File: src/rtl/vga_pkg.sv
// Shared types and constants for the VGA timing/pattern generator.
//   mode_e     : run-time source select (grid, colour bars, solid, stream)
//   rgb_t      : 24-bit {R,G,B} pixel
//   BAR_COLORS : colour of each of the eight bars, left to right
//   DEF_*      : default 800x480 timing
package vga_pkg;

  typedef enum logic [1:0] {MODE_GRID, MODE_BARS, MODE_SOLID, MODE_STREAM} mode_e;

  typedef logic [23:0] rgb_t;

  localparam rgb_t BAR_COLORS [8] = '{
    24'hFFFFFF,  // white
    24'hFFFF00,  // yellow
    24'h00FFFF,  // cyan
    24'h00FF00,  // green
    24'hFF00FF,  // magenta
    24'hFF0000,  // red
    24'h0000FF,  // blue
    24'h000000   // black
  };

  localparam int DEF_HDISP  = 800;
  localparam int DEF_VDISP  = 480;
  localparam int DEF_HFP    = 40;
  localparam int DEF_HPULSE = 48;
  localparam int DEF_HBP    = 40;
  localparam int DEF_VFP    = 13;
  localparam int DEF_VPULSE = 3;
  localparam int DEF_VBP    = 29;

endpackage

File: src/rtl/video_if.sv
// Video output bundle towards the DAC / HDMI encoder.
//   CLK   : pixel clock
//   HS/VS : sync levels (polarity set by the driver's parameters)
//   BLANK : 1 during active video (blank_n semantics)
//   RGB   : {R,G,B} pixel, 0 outside active video
interface video_if;
  import vga_pkg::*;

  logic CLK;
  logic HS;
  logic VS;
  logic BLANK;
  rgb_t RGB;

  modport master (output CLK, HS, VS, BLANK, RGB);
  modport slave  (input  CLK, HS, VS, BLANK, RGB);
endinterface

File: src/rtl/vga_sync_counter.sv
// Horizontal/vertical raster counters and region decode.
// Each line (and each frame, in lines) runs: front porch, sync pulse,
// back porch, active.
//   pixel_clk, pixel_rst : clock, asynchronous active-high reset
//   x, y                 : active-area coordinates (valid while active)
//   h_active, active     : horizontal-active, and full active-video flag
//   frame_first          : counter is at h=0, v=0
//   frame_last           : counter is at the last pixel of the frame
//   hs_lvl, vs_lvl       : sync levels for the current counter value
module vga_sync_counter
  import vga_pkg::*;
#(
  parameter int   HDISP  = DEF_HDISP,
  parameter int   VDISP  = DEF_VDISP,
  parameter int   HFP    = DEF_HFP,
  parameter int   HPULSE = DEF_HPULSE,
  parameter int   HBP    = DEF_HBP,
  parameter int   VFP    = DEF_VFP,
  parameter int   VPULSE = DEF_VPULSE,
  parameter int   VBP    = DEF_VBP,
  parameter logic HS_POL = 1'b0,
  parameter logic VS_POL = 1'b0,
  localparam int  HTOTAL = HFP + HPULSE + HBP + HDISP,
  localparam int  VTOTAL = VFP + VPULSE + VBP + VDISP,
  localparam int  HW     = $clog2(HTOTAL),
  localparam int  VW     = $clog2(VTOTAL)
) (
  input  logic          pixel_clk,
  input  logic          pixel_rst,
  output logic [HW-1:0] x,
  output logic [VW-1:0] y,
  output logic          h_active,
  output logic          active,
  output logic          frame_first,
  output logic          frame_last,
  output logic          hs_lvl,
  output logic          vs_lvl
);

  localparam int HSTART = HFP + HPULSE + HBP;
  localparam int VSTART = VFP + VPULSE + VBP;

  logic [HW-1:0] h;
  logic [VW-1:0] v;
  logic          h_last, v_last, h_pulse, v_pulse, v_active;

  assign h_last = (h == HW'(HTOTAL - 1));
  assign v_last = (v == VW'(VTOTAL - 1));

  // NOTE: clocked state uses non-blocking assignments so every register
  // samples the pre-edge value of the others, independent of block order.
  always_ff @(posedge pixel_clk or posedge pixel_rst) begin
    if (pixel_rst) begin
      h <= '0;
      v <= '0;
    end else if (h_last) begin
      h <= '0;
      v <= v_last ? '0 : v + 1'b1;
    end else begin
      h <= h + 1'b1;
    end
  end

  assign h_pulse  = (h >= HW'(HFP)) && (h < HW'(HFP + HPULSE));
  assign v_pulse  = (v >= VW'(VFP)) && (v < VW'(VFP + VPULSE));
  assign h_active = (h >= HW'(HSTART));
  assign v_active = (v >= VW'(VSTART));
  assign active   = h_active && v_active;

  assign x = h - HW'(HSTART);
  assign y = v - VW'(VSTART);

  assign hs_lvl = h_pulse ? HS_POL : ~HS_POL;
  assign vs_lvl = v_pulse ? VS_POL : ~VS_POL;

  assign frame_first = (h == '0) && (v == '0);
  assign frame_last  = h_last && v_last;

endmodule

File: src/rtl/vga_timing_pattern.sv
// Parametrised VGA timing generator with selectable pixel source.
//   pixel_clk, pixel_rst : pixel clock, asynchronous active-high reset
//   mode                 : 0 grid, 1 colour bars, 2 solid, 3 stream;
//                          taken only at the last pixel of a frame
//   solid_rgb            : colour for solid mode
//   pix_data/pix_valid/pix_ready : pixel stream, accepted on valid&&ready
//   frame_start          : one-cycle pulse aligned with the first output
//                          pixel of each frame
//   underflow            : sticky, stream starved during the current frame
//   underflow_cnt        : starved pixels in the previous frame (only when
//                          VGA_UNDERFLOW_CNT_EN is defined)
//   video_ifm            : HS/VS/BLANK/RGB, all registered from the same
//                          counter value so they stay mutually aligned
module vga_timing_pattern
  import vga_pkg::*;
#(
  parameter int   HDISP     = DEF_HDISP,
  parameter int   VDISP     = DEF_VDISP,
  parameter int   HFP       = DEF_HFP,
  parameter int   HPULSE    = DEF_HPULSE,
  parameter int   HBP       = DEF_HBP,
  parameter int   VFP       = DEF_VFP,
  parameter int   VPULSE    = DEF_VPULSE,
  parameter int   VBP       = DEF_VBP,
  parameter logic HS_POL    = 1'b0,
  parameter logic VS_POL    = 1'b0,
  parameter int   GRID_STEP = 16
) (
  input  logic        pixel_clk,
  input  logic        pixel_rst,
  input  logic [1:0]  mode,
  input  rgb_t        solid_rgb,
  input  rgb_t        pix_data,
  input  logic        pix_valid,
  output logic        pix_ready,
  output logic        frame_start,
  output logic        underflow,
`ifdef VGA_UNDERFLOW_CNT_EN
  output logic [15:0] underflow_cnt,
`endif
  video_if.master     video_ifm
);

  localparam int HTOTAL = HFP + HPULSE + HBP + HDISP;
  localparam int VTOTAL = VFP + VPULSE + VBP + VDISP;
  localparam int HW     = $clog2(HTOTAL);
  localparam int VW     = $clog2(VTOTAL);
  localparam int BAR_W  = HDISP / 8;

  // GRID_STEP is a power of two, so "coordinate mod step == 0" is a mask test.
  localparam logic [HW-1:0] X_MASK = HW'(GRID_STEP - 1);
  localparam logic [VW-1:0] Y_MASK = VW'(GRID_STEP - 1);

  logic [HW-1:0] x;
  logic [VW-1:0] y;
  logic          h_active, active, frame_first, frame_last, hs_lvl, vs_lvl;

  vga_sync_counter #(
    .HDISP (HDISP), .VDISP (VDISP),
    .HFP   (HFP),   .HPULSE(HPULSE), .HBP(HBP),
    .VFP   (VFP),   .VPULSE(VPULSE), .VBP(VBP),
    .HS_POL(HS_POL), .VS_POL(VS_POL)
  ) u_sync (
    .pixel_clk  (pixel_clk),
    .pixel_rst  (pixel_rst),
    .x          (x),
    .y          (y),
    .h_active   (h_active),
    .active     (active),
    .frame_first(frame_first),
    .frame_last (frame_last),
    .hs_lvl     (hs_lvl),
    .vs_lvl     (vs_lvl)
  );

  mode_e mode_q;

  // Mode changes only between frames so a switch never tears an image.
  always_ff @(posedge pixel_clk or posedge pixel_rst) begin
    if (pixel_rst)       mode_q <= MODE_GRID;
    else if (frame_last) mode_q <= mode_e'(mode);
  end

  // Bar tracking: bar_pos walks 0..BAR_W-1 inside a bar and bar_idx steps
  // once per bar; both restart during horizontal blanking. bar_idx parks at 8
  // so leftover pixels beyond the eighth bar come out black.
  logic [HW-1:0] bar_pos;
  logic [3:0]    bar_idx;

  always_ff @(posedge pixel_clk or posedge pixel_rst) begin
    if (pixel_rst) begin
      bar_pos <= '0;
      bar_idx <= '0;
    end else if (!h_active) begin
      bar_pos <= '0;
      bar_idx <= '0;
    end else if (bar_idx != 4'd8) begin
      if (bar_pos == HW'(BAR_W - 1)) begin
        bar_pos <= '0;
        bar_idx <= bar_idx + 4'd1;
      end else begin
        bar_pos <= bar_pos + 1'b1;
      end
    end
  end

  logic starve;
  rgb_t pattern;

  assign pix_ready = active && (mode_q == MODE_STREAM);
  assign starve    = pix_ready && !pix_valid;

  // NOTE: every combinational output gets a default first, so no path
  // through the case can leave it unassigned and infer a latch.
  always_comb begin
    pattern = '0;
    if (active) begin
      unique case (mode_q)
        MODE_GRID:   pattern = (((x & X_MASK) == '0) || ((y & Y_MASK) == '0)) ?
                               24'hFFFFFF : 24'h000000;
        MODE_BARS:   pattern = bar_idx[3] ? 24'h000000 : BAR_COLORS[bar_idx[2:0]];
        MODE_SOLID:  pattern = solid_rgb;
        MODE_STREAM: pattern = pix_valid ? pix_data : 24'h000000;
        default:     pattern = '0;
      endcase
    end
  end

  logic hs_q, vs_q, blank_q;
  rgb_t rgb_q;

  always_ff @(posedge pixel_clk or posedge pixel_rst) begin
    if (pixel_rst) begin
      hs_q        <= ~HS_POL;
      vs_q        <= ~VS_POL;
      blank_q     <= 1'b0;
      rgb_q       <= '0;
      frame_start <= 1'b0;
      underflow   <= 1'b0;
    end else begin
      hs_q        <= hs_lvl;
      vs_q        <= vs_lvl;
      blank_q     <= active;
      rgb_q       <= pattern;
      frame_start <= frame_first;
      // A starved pixel on the frame's first cycle outranks the clear.
      if (starve)           underflow <= 1'b1;
      else if (frame_first) underflow <= 1'b0;
    end
  end

`ifdef VGA_UNDERFLOW_CNT_EN
  logic [15:0] starve_cnt;

  always_ff @(posedge pixel_clk or posedge pixel_rst) begin
    if (pixel_rst) begin
      starve_cnt    <= '0;
      underflow_cnt <= '0;
    end else if (frame_first) begin
      underflow_cnt <= starve_cnt;
      starve_cnt    <= {15'd0, starve};
    end else if (starve && (starve_cnt != 16'hFFFF)) begin
      starve_cnt    <= starve_cnt + 16'd1;
    end
  end
`endif

  assign video_ifm.CLK   = pixel_clk;
  assign video_ifm.HS    = hs_q;
  assign video_ifm.VS    = vs_q;
  assign video_ifm.BLANK = blank_q;
  assign video_ifm.RGB   = rgb_q;

endmodule

File: src/flat_wrapper.sv
// flat-port wrapper written by rule: the top's interface ports become plain ports
module vga_timing_pattern_flat import vga_pkg::*;
#(
  parameter int   HDISP     = DEF_HDISP,
  parameter int   VDISP     = DEF_VDISP,
  parameter int   HFP       = DEF_HFP,
  parameter int   HPULSE    = DEF_HPULSE,
  parameter int   HBP       = DEF_HBP,
  parameter int   VFP       = DEF_VFP,
  parameter int   VPULSE    = DEF_VPULSE,
  parameter int   VBP       = DEF_VBP,
  parameter logic HS_POL    = 1'b0,
  parameter logic VS_POL    = 1'b0,
  parameter int   GRID_STEP = 16
)
  (pixel_clk, pixel_rst, mode, solid_rgb, pix_data, pix_valid, pix_ready, frame_start, underflow, video_ifm_CLK, video_ifm_HS, video_ifm_VS, video_ifm_BLANK, video_ifm_RGB);
  video_if video_ifm_i ();
  input  logic pixel_clk;
  input  logic pixel_rst;
  input  logic [1:0] mode;
  input  rgb_t solid_rgb;
  input  rgb_t pix_data;
  input  logic pix_valid;
  output logic pix_ready;
  output logic frame_start;
  output logic underflow;
  output wire logic [$bits(video_ifm_i.CLK)-1:0] video_ifm_CLK;
  output wire logic [$bits(video_ifm_i.HS)-1:0] video_ifm_HS;
  output wire logic [$bits(video_ifm_i.VS)-1:0] video_ifm_VS;
  output wire logic [$bits(video_ifm_i.BLANK)-1:0] video_ifm_BLANK;
  output wire logic [$bits(video_ifm_i.RGB)-1:0] video_ifm_RGB;
  assign video_ifm_CLK = video_ifm_i.CLK;
  assign video_ifm_HS = video_ifm_i.HS;
  assign video_ifm_VS = video_ifm_i.VS;
  assign video_ifm_BLANK = video_ifm_i.BLANK;
  assign video_ifm_RGB = video_ifm_i.RGB;
  vga_timing_pattern #(.HDISP(HDISP), .VDISP(VDISP), .HFP(HFP), .HPULSE(HPULSE), .HBP(HBP), .VFP(VFP), .VPULSE(VPULSE), .VBP(VBP), .HS_POL(HS_POL), .VS_POL(VS_POL), .GRID_STEP(GRID_STEP)) u_core (.pixel_clk(pixel_clk), .pixel_rst(pixel_rst), .mode(mode), .solid_rgb(solid_rgb), .pix_data(pix_data), .pix_valid(pix_valid), .pix_ready(pix_ready), .frame_start(frame_start), .underflow(underflow), .video_ifm(video_ifm_i));
endmodule
File: config.mk
export PLATFORM = sky130hd
export DESIGN_NAME = vga_timing_pattern_flat
export DESIGN_NICKNAME = d
export VERILOG_FILES = /design/src/rtl/vga_pkg.sv /design/src/rtl/video_if.sv /design/src/rtl/vga_sync_counter.sv /design/src/rtl/vga_timing_pattern.sv /design/src/flat_wrapper.sv
export SDC_FILE = /design/constraint.sdc
export NUM_CORES = 1
export LEC_CHECK = 0
export BUFFER_PORTS_ARGS = -buffer_cell sky130_fd_sc_hd__buf_4
export CORE_ASPECT_RATIO = 1.1
export CORE_MARGIN = 10
export CORE_UTILIZATION = 40
export CTS_BUF_LIST = sky130_fd_sc_hd__clkbuf_8 sky130_fd_sc_hd__clkbuf_16
export DETAILED_ROUTE_END_ITERATION = 8
export GPL_TIMING_DRIVEN = 1
export PLACE_DENSITY_LB_ADDON = 0.1
export SYNTH_ARGS = -nofsm -noshare
export SYNTH_HDL_FRONTEND = slang
export SYNTH_SLANG_ARGS = --single-unit
File: constraint.sdc
create_clock -name pixel_clk -period 2.1 [get_ports pixel_clk]
set_clock_uncertainty 0.2 [all_clocks]
set_input_delay 0 -clock pixel_clk [delete_from_list [all_inputs] [get_ports pixel_clk]]
set_output_delay 0 -clock pixel_clk [all_outputs]
set_load 0.02 [all_outputs]
---- After elaboration in Yosys (flattened, before gate mapping) ----
Memories as Yosys holds them, arrays and structs flattened.
Cells that the tools add are included.
cells by class
  add/subtract/negate cells ............... 6
  multiply operators ...................... 0
  divide/modulo/power cells ............... 0
  $lt $le $gt $ge ......................... 7
  equality and inequality tests ........... 9
  shifts and indexed selects .............. 0
  mux-type cells .......................... 19
  bitwise logic cells ..................... 1
  reductions and logical operators ........ 16
operator list
  kind                                                                     count
  24-bit two-way mux                                                       6
  24-bit case mux with 4 select lines                                      1
  10-bit two-way mux                                                       5
  10-bit zero test                                                         4
  10-bit by 1-bit adder with 10-bit output (second input constant)         3
  10-bit equality test (second input constant)                             2
  10-bit by 6-bit >= comparator with 1-bit output (second input constant)  2
  4-bit two-way mux                                                        3
  10-bit by 7-bit equality test with 1-bit output (second input constant)  1
  10-bit by 4-bit >= comparator with 1-bit output (second input constant)  1
  10-bit by 8-bit >= comparator with 1-bit output (second input constant)  1
  10-bit by 5-bit < comparator with 1-bit output (second input constant)   1
  10-bit by 7-bit < comparator with 1-bit output (second input constant)   1
  1-bit logical AND                                                        7
  4-bit by 1-bit adder with 4-bit output (second input constant)           1
  2-bit equality test (second input constant)                              2
  4-bit >= comparator (second input constant)                              1
  1-bit two-way mux                                                        4
  2-bit inequality test (second input constant)                            2
  4-bit inequality test (second input constant)                            1
  3-bit inverter with 4-bit output                                         1
  4-bit by 1-bit subtractor with 4-bit output (second input constant)      1
  4-bit subtractor (second input constant)                                 1
  2-bit by 1-bit equality test with 1-bit output (second input constant)   1
  5 further kinds                                                          5
storage, ports and cells
  bits in registers ....................... 65
  latch bits .............................. 0
  bits in writable memories ............... 0
  bits in read-only memories .............. 192
  logic and storage cells ................. 70
  memories kept ........................... 1
memory list
  memory            depth  width  read ports  clocked after memory_dff  write ports  RTL line                   text
  (name not given)  8      24     1           0                         0            vga_timing_pattern.sv:121  MODE_BARS: pattern = bar_idx[3] ? 24'h000000 : BAR_COLORS[bar_idx[2:0]];

---- Depth between registers and ports, before layout ----
  word-level depth ........................ 7
  gate-level depth with buffers ........... 7

---- Modules after synthesis ----
A second synthesis with hierarchy kept.
second synthesis, totals
  cell total of the unflattened synthesis .. 359
  area, all modules ....................... 3507.1 µm²
modules (own cells, without submodules)
  module              times used  cells an instance  area each (µm²)
  vga_timing_pattern  1           189                2064.5
  vga_sync_counter    1           170                1442.6

==> impl_metrics.py <==
metrics = {
    "grt": {
        "grt_pass1_wl_um": 15880,
        "grt_pass1_vias": 3136,
        "use_met2_pct": 28.80,
        "grt_max_degree": 30,
        "grt-ovfl-total": 0,
        "grt_use_met1_pct": 17.83,
        "track_usage_pct": 16.43,
        "antenna_found_initial": 2,
        "grt.busiest_layer": "met2",
        "grt_util_met3_pct": 2.984,
    },
    "power": {
        "p_leak_nw": 2.328,
        "p_switching_mw": 0.6182,
        "p_per_area_nw_per_um2": 589.6,
        "combinationalPowerShare_pct": 6.4,
        "total_power_mw": 2.931,
        "p_seq_share_pct": 42.7,
        "p_int_mw": 2.313,
        "swShare_pct": 21.09,
        "power_frac_clock_pct": 50.9,
        "ir_drop_uv": 404.0,
    },
    "detailed_routing": {
        "post-route-drc-count": 0,
        "dr.pass1.iters": 4,
        "routedWlPerCell_um": 17.17,
        "postRouteAntennaNets": 0,
        "drt-total-wl_um": 10080,
        "routed_via_density": 5.135,
        "via_count": 3014,
        "drt_first_iter_violations": 97,
    },
    "critical_path": {
        "crit_chain": "nor4_2 -> o311ai_4 -> nand2_2 -> nor2_2 -> buf_6",
        "critPathMaxStageDelay_ps": 460,
        "worstPathArrival_ps": 1830,
        "reg2reg_from": "u_core.mode_q[0]$_DFFE_PP0P_",
        "startpoint": "u_core.u_sync.v[9]$_DFFE_PP0N_",
        "crit_type": "reg2out",
        "crit_path_max_fanout": 5,
        "cp_top_family": "simple AND/OR/NAND/NOR gates",
        "start_kind": "flop",
        "endpoint_kind": "primary output",
        "cpMaxStageDelayCell": "nor4_2",
        "critPathBufInv": 1,
        "worstPathRequired_ps": 1900,
    },
    "synth": {
        "ys.flop_type": "dfrtp_1",
        "synth_top_area_share_pct": 48.33,
        "syn_area_sq_um": 3262,
        "synth_edf_count": 0,
        "ys_async_sr_fraction_pct": 100.0,
        "ys_seq_area_share_pct": 49.94,
        "synth_seq_cells": 65,
        "avgSynthCellArea_sq_um": 10.16,
        "synth_warnings": 0,
        "synthCells": 321,
        "synth_largest_area_cell": "dfrtp_1",
        "synthTopCellsByArea": "dfrtp_1 48%, a22oi_1 5.5%, a21oi_1 5.1%",
        "synth_commonest_cells": "63 x dfrtp_1, 33 x a21oi_1, 24 x a22oi_1",
        "synth.net_count": 384,
        "ys_types": 50,
        "synth_most_common_cell": "dfrtp_1",
    },
    "final_layout": {
        "n_fill_cell": 640,
        "stdcell_area_sq_um": 4971,
        "finalNonFillerCells": 587,
        "syn_to_final_growth_pct": 52.40,
        "drive_gt1_share_pct": 31.09,
        "layout.nets": 534,
    },
    "sta": {
        "tightest_slew_ps": 897.5,
        "fin_ws_ps": 66.53,
        "setup_viol_count_final": 0,
        "drv_slew": 0,
        "max_freq_mhz": 491.8,
        "hold_viol": 0,
        "finalCritPeriodShare_pct": 96.83,
        "min_period_ps": 2033,
        "slew_headroom_pct": 40.17,
        "setup_tns_ps": 0,
        "rsz0062_at_grt": "yes",
    },
    "floorplanning": {
        "initial_utilization_pct": 41.22,
        "num_rows": 34,
        "fp.dieH_um": 114.7,
        "die-area_sq_um": 12170,
        "ios": 84,
        "core_sq_um": 7913,
        "die_w_um": 106.1,
    },
    "place": {
        "post-place-ws_ps": 60.46,
        "dpl_cell_area_sq_um": 4075,
        "gp_congestion": 0.7832,
        "dp_hpwl_um": 6555,
        "port_buffers": 83,
        "place_inst": 509,
    },
    "run_status": {
        "run_status": "finished, final reports clean",
    },
    "worst_hold_path": {
        "hold_path.class": "in2async",
    },
    "job": {
        "drv_cap": 0,
    },
    "clock_tree": {
        "cts_tree": "built",
        "worstSkewPairLatency_ps": 450,
        "clk_pin_slew_worst_paths_ps": 70,
    },
}
-- power by group through the flow --
stage | clock network (mW) | registers [mW] | logic [mW]
6_report | 1.49 | 1.25 | 0.189
5_1_grt | 1.58 | 1.25 | 0.203
4_1_cts | 1.53 | 1.25 | 0.185
3_5_place_dp | 0.0556 | 1.28 | 0.107
3_3_place_gp | 0.0556 | 1.28 | 0.105
2_1_floorplan | 0.0556 | 1.28 | 0.0187
-- path summary, 6_finish.rpt --
| check | end | slack, ps | cells after the start |
|---|---|---|---|
| min in group pixel_clk | video_ifm_CLK | 120 | 3 |
| worst max-delay path | pix_ready | 70 | 5 |
| max in group asynchronous | u_core.video_ifm.HS$_DFF_PP1_ | 1020 | 4 |
| worst min register to register | u_core.u_sync.h[0]$_DFF_PP0_ | 300 | 1 |
| worst min-delay path | u_core.video_ifm.RGB[17]$_DFF_PP0_ | 10 | 3 |
| worst max register to register | u_core.video_ifm.RGB[1]$_DFF_PP0_ | 80 | 3 |
-- timing repair --
action	CTS	global route
hold endpoints to repair	91	0
cloned	0	0
pin swaps	2	1
setup buffers	4	0
hold buffers	52	0
setup endpoints to repair	1	27
resized for setup	7	6
-- state kept, by name, indices dropped and copies added (netlist names) --
signal and count:
u_core.video_ifm.VS 1, u_core.u_sync.v 10, u_core.bar_pos 10, u_core.underflow 1, u_core.video_ifm.RGB 24, u_core.mode_q 2, u_core.frame_start 1, u_core.bar_idx 4
u_core.video_ifm.HS 1, u_core.u_sync.h 10, u_core.video_ifm.BLANK 1
-- worst reg2reg max path: stages (launching register included) --
cell and delay [ps]:
dfrtp_1 500, and3_1 810, a22oi_1 230, a21oi_1 210
-- per-stage QoR --
stage	hold slack, ps	utilization [%]
floorplan	-87.58	-
global placement	-87.41	51.50
detailed placement	-87.41	51.50
CTS	33.14	62.35
global route	74.21	62.79
finish	11.94	62.82
-- cell usage in the layout, fill, tap and decap left out, types with 11 or more instances in the layout --
cell type / netlist / layout
buf_4: 2 / 103
nor2_1: 21 / 20
a21oi_1: 33 / 33
a22oi_1: 24 / 24
xnor2_1: 13 / 13
clkbuf_8: 0 / 12
o21ai_0: 11 / 11
dlygate4sd3_1: 0 / 52
dfrtp_1: 63 / 63
nand2_1: 22 / 21
-- layout make-up --
class                      instances  area, sq um  area share [%]
clock buffer                      13        172.7           3.473
tap                              108        135.1           2.718
multi-input combinational        222         1525           30.68
sequential                        65         1629           32.77
inverter                          12        45.04          0.9061
clock inverter                     7        118.9           2.391
timing repair buffer             157         1338           26.91
antenna                            3        7.507          0.1510
-- metal layers --
layer / part of all wire [%] / up-vias
li1: - / 1457
met1: 40 / 1438
met2: 53 / 83
met5: 0 / -
met4: 4.1 / 0
met3: 3.1 / 36
-- cell families after synthesis --
logic type / synth area share (%)
buf+inv: 4.833
simple gates: 18.57
mux: 0.9973
flops: 49.94
fa+ha+maj: 3.836
compound gates: 16.46
xor+xnor: 5.370
Note: power is estimated with default switching activity, not from simulation.
